## src/rtl/parking_gate_ctrl.sv

```systemverilog
// Parking-lot gate controller: edge-detects the entry and exit sensors, queues one request per source,
// and serves requests one at a time through a timed barrier FSM that owns the occupancy count.
module parking_gate_ctrl #(
  parameter int CAPACITY   = 20,
  parameter int CNT_W      = 5,
  parameter int GATE_TICKS = 2000,
  parameter int TICK_W     = 11
) (
  input  logic             clk_slow,
  input  logic             rst_n,
  input  logic             ent_in,
  input  logic             ext_in,
  output logic [CNT_W-1:0] occupancy,
  output logic             full,
  output logic             empty,
  output logic             gate_in,
  output logic             gate_out,
  output logic             reject,
  output logic             busy
);

  typedef enum logic [1:0] {IDLE, OPEN_IN, OPEN_OUT} state_t;

  localparam logic [CNT_W-1:0]  CAP       = CNT_W'(CAPACITY);
  localparam logic [CNT_W-1:0]  ONE       = CNT_W'(1);
  localparam logic [TICK_W-1:0] LAST_TICK = TICK_W'(GATE_TICKS - 1);

  state_t            state_reg;
  logic [TICK_W-1:0] timer_reg;
  logic              ent_prev_reg;
  logic              ext_prev_reg;
  logic              pend_in_reg;
  logic              pend_out_reg;
  logic              rise_in;
  logic              rise_out;

  assign rise_in  = ent_in & ~ent_prev_reg;
  assign rise_out = ext_in & ~ext_prev_reg;

  always_ff @(posedge clk_slow or negedge rst_n) begin
    if (!rst_n) begin
      // History resets high so a sensor held active across reset release is not a new arrival.
      ent_prev_reg <= 1'b1;
      ext_prev_reg <= 1'b1;
      pend_in_reg  <= 1'b0;
      pend_out_reg <= 1'b0;
      state_reg    <= IDLE;
      timer_reg    <= '0;
      occupancy    <= '0;
      full         <= 1'b0;
      empty        <= 1'b1;
      gate_in      <= 1'b0;
      gate_out     <= 1'b0;
      reject       <= 1'b0;
      busy         <= 1'b0;
    end else begin
      ent_prev_reg <= ent_in;
      ext_prev_reg <= ext_in;
      reject       <= 1'b0;

      case (state_reg)
        IDLE: begin
          // Exit first: it frees a space the waiting entry may need.
          if (pend_out_reg && !empty) begin
            state_reg    <= OPEN_OUT;
            timer_reg    <= '0;
            occupancy    <= occupancy - ONE;
            full         <= 1'b0;
            empty        <= (occupancy == ONE);
            pend_out_reg <= 1'b0;
            gate_out     <= 1'b1;
            busy         <= 1'b1;
          end else if (pend_out_reg) begin
            pend_out_reg <= 1'b0;
          end else if (pend_in_reg && !full) begin
            state_reg    <= OPEN_IN;
            timer_reg    <= '0;
            occupancy    <= occupancy + ONE;
            full         <= (occupancy == CAP - ONE);
            empty        <= 1'b0;
            pend_in_reg  <= 1'b0;
            gate_in      <= 1'b1;
            busy         <= 1'b1;
          end else if (pend_in_reg) begin
            reject       <= 1'b1;
            pend_in_reg  <= 1'b0;
          end
        end
        OPEN_IN, OPEN_OUT: begin
          if (timer_reg == LAST_TICK) begin
            state_reg <= IDLE;
            timer_reg <= '0;
            gate_in   <= 1'b0;
            gate_out  <= 1'b0;
            busy      <= 1'b0;
          end else begin
            timer_reg <= timer_reg + TICK_W'(1);
          end
        end
        default: state_reg <= IDLE;
      endcase

      // Placed after the FSM so a same-cycle rise overrides a grant/reject clear.
      if (rise_in)  pend_in_reg  <= 1'b1;
      if (rise_out) pend_out_reg <= 1'b1;
    end
  end

endmodule

```

## config.mk

```make
export PLATFORM = sky130hd
export DESIGN_NAME = parking_gate_ctrl
export DESIGN_NICKNAME = d
export VERILOG_FILES = /design/src/rtl/parking_gate_ctrl.sv
export SDC_FILE = /design/constraint.sdc
export NUM_CORES = 1
export LEC_CHECK = 0
export BUFFER_PORTS_ARGS = -buffer_cell sky130_fd_sc_hd__buf_4
export CORE_MARGIN = 1.5
export CORE_UTILIZATION = 25
export CTS_BUF_LIST = sky130_fd_sc_hd__clkbuf_2 sky130_fd_sc_hd__clkbuf_4 sky130_fd_sc_hd__clkbuf_8
export DETAILED_ROUTE_END_ITERATION = 12
export GPL_ROUTABILITY_DRIVEN = 1
export RECOVER_POWER = 50
export SLEW_MARGIN = 10
export SYNTH_ARGS = -nofsm -noshare
export SYNTH_HDL_FRONTEND = slang
export SYNTH_SLANG_ARGS = --single-unit
```

## constraint.sdc

```tcl
create_clock -name clk_slow -period 3.1 [get_ports clk_slow]
set_input_delay 0 -clock clk_slow [delete_from_list [all_inputs] [get_ports clk_slow]]
set_output_delay 0 -clock clk_slow [all_outputs]
set_load 0.01 [all_outputs]
```

Yosys cells after proc, flatten, opt, wreduce, memory -nomap -nowiden --
Index checks and enable logic that the tools add are counted. Widths: inputs -> output; s select.
Word-level totals: bits in registers 28, bits in latches 0, memory bits (writable) 0, bits in read-only memories 0, memories kept 0
Operators by class: add/subtract/negate cells 3, multiply operators 0, div/mod/pow operators 0, $lt $le $gt $ge 0, eq/ne operators 15, shift operators 0, muxes and demuxes 39, bitwise gates (word level) 4, reduce and logical (&&, ||, !) cells 17
Operators by type and width (number):
- $mux 11 | 4
- $mux 1 | 23
- $pmux 11 s2 | 1
- $mux 5 | 3
- $reduce_and 3->1 | 5
- $ne 2x2->1 const B | 6
- $add 11x1->11 const B | 1
- $eq 11x11->1 const B | 1
- $mux 2 | 4
- $reduce_bool 2->1 | 4
- $ne 3x3->1 const B | 2
- $pmux 1 s2 | 3
- $add 5x1->5 const B | 1
- $eq 5x1->1 const B | 1
- $eq 5x5->1 const B | 1
- $reduce_and 5->1 | 1
- $sub 5x1->5 const B | 1
- $ne 2x1->1 const B | 2
- $pmux 2 s2 | 1
- $reduce_and 4->1 | 1
- $and 1x1->1 | 2
- $eq 2x1->1 const B | 1
- $eq 2x2->1 const B | 1
- $logic_and 1x1->1 | 2
- 4 further kinds | 6

Logic depth before layout (Yosys ltp) --
depth in word-level cells 6, depth in mapped cells 7

Least setup slack after synthesis --
No wires, ideal clock.
kind reg2reg, from reg full, to reg timer_reg[5], setup time 0.069 ns, arrival time 1.642 ns, path slack 1.390 ns, stages on the path, launching flop included 5, cells stage by stage dfrtp_1 or3b_4 a31o_1 or4_1 nand3_1
Between the ends: longest elaborated chain between the ends 4
RTL lines:
- from (decl) | line 14 | output logic full,
- from (signal assigned) | line 79 | full <= (occupancy == CAP - ONE);
- $logic_not 1->1 | line 75 | end else if (pend_in_reg && !full) begin
- $logic_and 1x1->1 | line 75
- $ne 3x3->1 (no line)
- $reduce_and 3->1 (no line)
- to (signal assigned) | line 97 | timer_reg <= timer_reg + TICK_W'(1);
- to (decl) | line 29 | logic [TICK_W-1:0] timer_reg;
Every way passes these cells. A chain may end at the register's enable or synchronous reset.

Worst setup path in the final report --
from reg pend_out_reg, to reg timer_reg[5]
Between the ends: longest elaborated chain between the ends 3
RTL lines:
- from (decl) | line 33 | logic pend_out_reg;
- from (signal assigned) | line 46 | pend_out_reg <= 1'b0;
- from (signal assigned) | line 70 | pend_out_reg <= 1'b0;
- from (signal assigned) | line 74 | pend_out_reg <= 1'b0;
- $logic_and 1x1->1 | line 64 | if (pend_out_reg && !empty) begin
- $ne 3x3->1 (no line) or $mux 11 (tied branches)
- $reduce_and 3->1 (no line) or $pmux 11 s2 (tied branches)
Parallel ways exist; a longest one is shown, timed or not.

==> impl_metrics.csv <==
group,metric,value,unit
yosys,yosys_warnings,0,
global_routing,grt_util_all_layers,10.1,%
power_and_ir_drop,p_int,472,uW
clock_tree,clk_pin_slew,100,ps
timing,period_share,63.7,%
yosys,synth_mux_area_share,0.688,%
setup_path,r2r_end,"timer_reg[5]$_DFFE_PN0P_",
power_and_ir_drop,power_switching,121,uW
yosys,synth_area,1460,sq um
yosys,synth-compound-area-share,19.0,%
power_and_ir_drop,p_seq_share,62.0,%
clock_tree,cts_max_path_buffers,2,
detailed_routing,drcViolationCount,0,
global_routing,antenna_found_initial,0,
timing,setup_viol,0,
clock_tree,clock-sinks,28,
yosys,synth-async-reset-ratio,100,%
clock_tree,insertion_delay,270,ps
yosys,synth_ff_type,"dfrtp_1",
timing,min_period,1970,ps
setup_path,cp-endpoint,"timer_reg[5]$_DFFE_PN0P_",
floorplanning,start_util,26.1,%
setup_path,worstSetupStartpointType,"register",
timing,drv_slew,29,
timing,max_freq,506,MHz
yosys,yosys.area_share.xor_xnor,3.61,%
yosys,synth_edf_count,0,
run_status,violations,"max-capacitance violations, max-slew violations",
setup_path,critPathArrivalTime,2190,ps
placement,pre_cts_ws,1160,ps
setup_path,r2r_setup_slack,1130,ps
yosys,synthAdderAreaFrac,5.16,%
floorplanning,rows,27,
placement,hpwl,2020,um
clock_tree,cts_setup_buffers,0,
power_and_ir_drop,ir_worst_vdd,0.000149,V
floorplanning,placeableCoreArea,5570,sq um
layout,layout-drive-gt1-share,12.7,%
detailed_routing,antenna_left,0,
timing,rsz0062_at_grt,"false",
yosys,synth.most_common_cell,"dfrtp_1",
yosys,ys_types,35,
power_and_ir_drop,pwr-share-comb,2.0,%
power_and_ir_drop,power.total,592,uW
yosys,syn_avg_cell_area,9.83,sq um
detailed_routing,drt_iter0_drc,134,
yosys,ys_ff_latch,28,
yosys,ys_seq_area_share,48.4,%
layout,synthToLayoutAreaGrowth,16.9,%
yosys,synth_top_family_by_area,"compound AO/OA/AOI/OAI gates",
timing,hold_viol_final,0,
setup_path,r2r_start,"pend_out_reg$_DFFE_PN0P_",
timing,fin_ws,1130,ps
power_and_ir_drop,leakagePower,0.000735,uW
setup_path,rr_worst_depth,4,
detailed_routing,vias,1142,
clock_tree,cts_buffers,3,
global_routing,grt_pass1_vias,1117,
yosys,yosys.area.top_type_share,43.0,%
detailed_routing,wl_per_cell,12.2,um
clock_tree,root_buffer,"clkbuf_8",
layout,fin_nets,177,
yosys,synth-simple-area-share,18.9,%
setup_path,cp_max_fo,14,
placement,portBuffers,14,
setup_path,critPathCaptureType,"register",
yosys,syn-num-nets,158,
clock_tree,h-tree-depth,1,
setup_path,critPathLaunch,"pend_out_reg$_DFFE_PN0P_",
yosys,synth_cells,148,
detailed_routing,first_pass_iters,4,
power_and_ir_drop,pwr_density_cell,348,nW/um^2
run_status,status,"finished, violations left",
floorplanning,die-area,6290,sq um
yosys,yosysTopAreaCell,"dfrtp_1",
yosys,synth_top_cells_by_count,"25 x dfrtp_1, 13 x a21oi_1, 13 x nand2_1",
global_routing,grt_pass1_wl,5050,um
floorplanning,die-height,79.3,um
global_routing,grt_max_degree,29,
detailed_routing,drt-total-wl,2900,um
power_and_ir_drop,swShare,20.4,%
timing,worst_pin_slew,1520,ps
yosys,synthTopCellsByArea,"dfrtp_1 43%, dfstp_2 5.4%, ha_1 5.2%, a21oi_1 4.5%, o21ai_0 4.1%",
floorplanning,die_w,79.3,um
layout,largest_reg_flops,11,
global_routing,overflow,0,
timing,max_slew_margin,-1.12,%
floorplanning,ios,15,
power_and_ir_drop,p_clk_share,36.0,%
layout,antenna_cells,0,
clock_tree,cts_tree,"built",
setup_path,path_class,"reg -> reg",
worst_hold_path,hold_path_class,"in -> reg",
clock_tree,cts_resized,0,
placement,gp_congestion,0.705,
timing,finClkSkew,7.19,ps
setup_path,cp.required,3320,ps
job,maxCapViolCount,1,
detailed_routing,viasPerCell,4.80,
timing,tns,0,ps
## layout make-up
| class | instances | area, sq um |
|---|---|---|
| Sequential cell | 28 | 704 |
| Timing Repair Buffer | 19 | 128 |
| Clock buffer | 4 | 48.8 |
| Fill cell | 584 | 3870 |
| Inverter | 11 | 41.3 |
| Tap cell | 72 | 90.1 |
| Multi-Input combinational cell | 104 | 689 |
## stage by stage
| step | util, % | cell area, sq um | hold slack [ps] | instances |
|---|---|---|---|---|
| after floorplan | - | 1460 | -296 | 148 |
| after global placement | 29.5 | 1650 | -57.8 | 231 |
| after detailed placement | 29.5 | 1650 | -55.6 | 231 |
| after CTS | 30.9 | 1720 | 185 | 238 |
| after global routing | 30.5 | 1700 | 382 | 238 |
| final | 30.5 | 1700 | 368 | 238 |
## critical path: stages (launching register included)
cell,delay (ps)
dfrtp_1,450
or3b_4,450
a31o_1,380
or4_1,550
nand3_1,80
## power groups by stage
stage	Combinational, uW	Clock, uW	Sequential [uW]
global route	14.2	234	368
CTS	14.4	221	368
floorplan	0.435	0	375
global placement	11.2	0	375
finish	11.9	213	368
detailed placement	11.5	0	375
## how the worst min path moves through the flow
stage	depth (start not counted)	end	from
global route	2	ext_prev_reg$_DFF_PN1_	ext_in
global placement	1	occupancy[1]$_DFFE_PN0P_	rst_n
CTS	2	occupancy[0]$_DFFE_PN0P_	rst_n
floorplan	0	busy$_DFFE_PN0P_	rst_n
finish	2	ext_prev_reg$_DFF_PN1_	ext_in
detailed placement	1	occupancy[3]$_DFFE_PN0P_	rst_n
## logic make-up (layout without fill, tap and decap cells)
| group | count (synthesis) | count (layout) |
|---|---|---|
| simple gates | 49 | 49 |
| buf+inv | 16 | 34 |
| fa+ha+maj | 6 | 6 |
| mux | 1 | 1 |
| flops | 28 | 28 |
| xor+xnor | 6 | 6 |
| compound gates | 42 | 42 |
## per-layer routing
layer / track usage (%) / wire [um]
met1: 13.4 / 1430
met2: 16.1 / 1340
met3: 2.07 / 97
met4: 3.68 / 30
met5: 0 / 0
## timing repair
item / in CTS / in global routing
hold buffers: 3 / 0
endpoints found under the setup margin: 0 / 0
endpoints found under the hold margin: 32 / 0
## cells in the final DEF (no fill, tap or decap), drive strengths merged, types with 2 or more instances in the layout
master       netlist  layout
dfrtp             25      25
a21oi             13      13
nand2             13      13
o21ai             12      12
inv               11      11
buf                1      10
clkbuf             4      10
nand3              6       6
ha                 6       6
nand4              5       5
nor2               5       5
a22o               5       5
nand2b             4       4
xor2               3       3
nand4b             3       3
or4                3       3
xnor2              3       3
dfstp              3       3
dlygate4sd3        0       3
a31o               3       3
a311oi             2       2
nor3               2       2
o31ai              2       2
or3                2       2
a21o               2       2
Note: power is estimated with default switching activity, not from simulation.
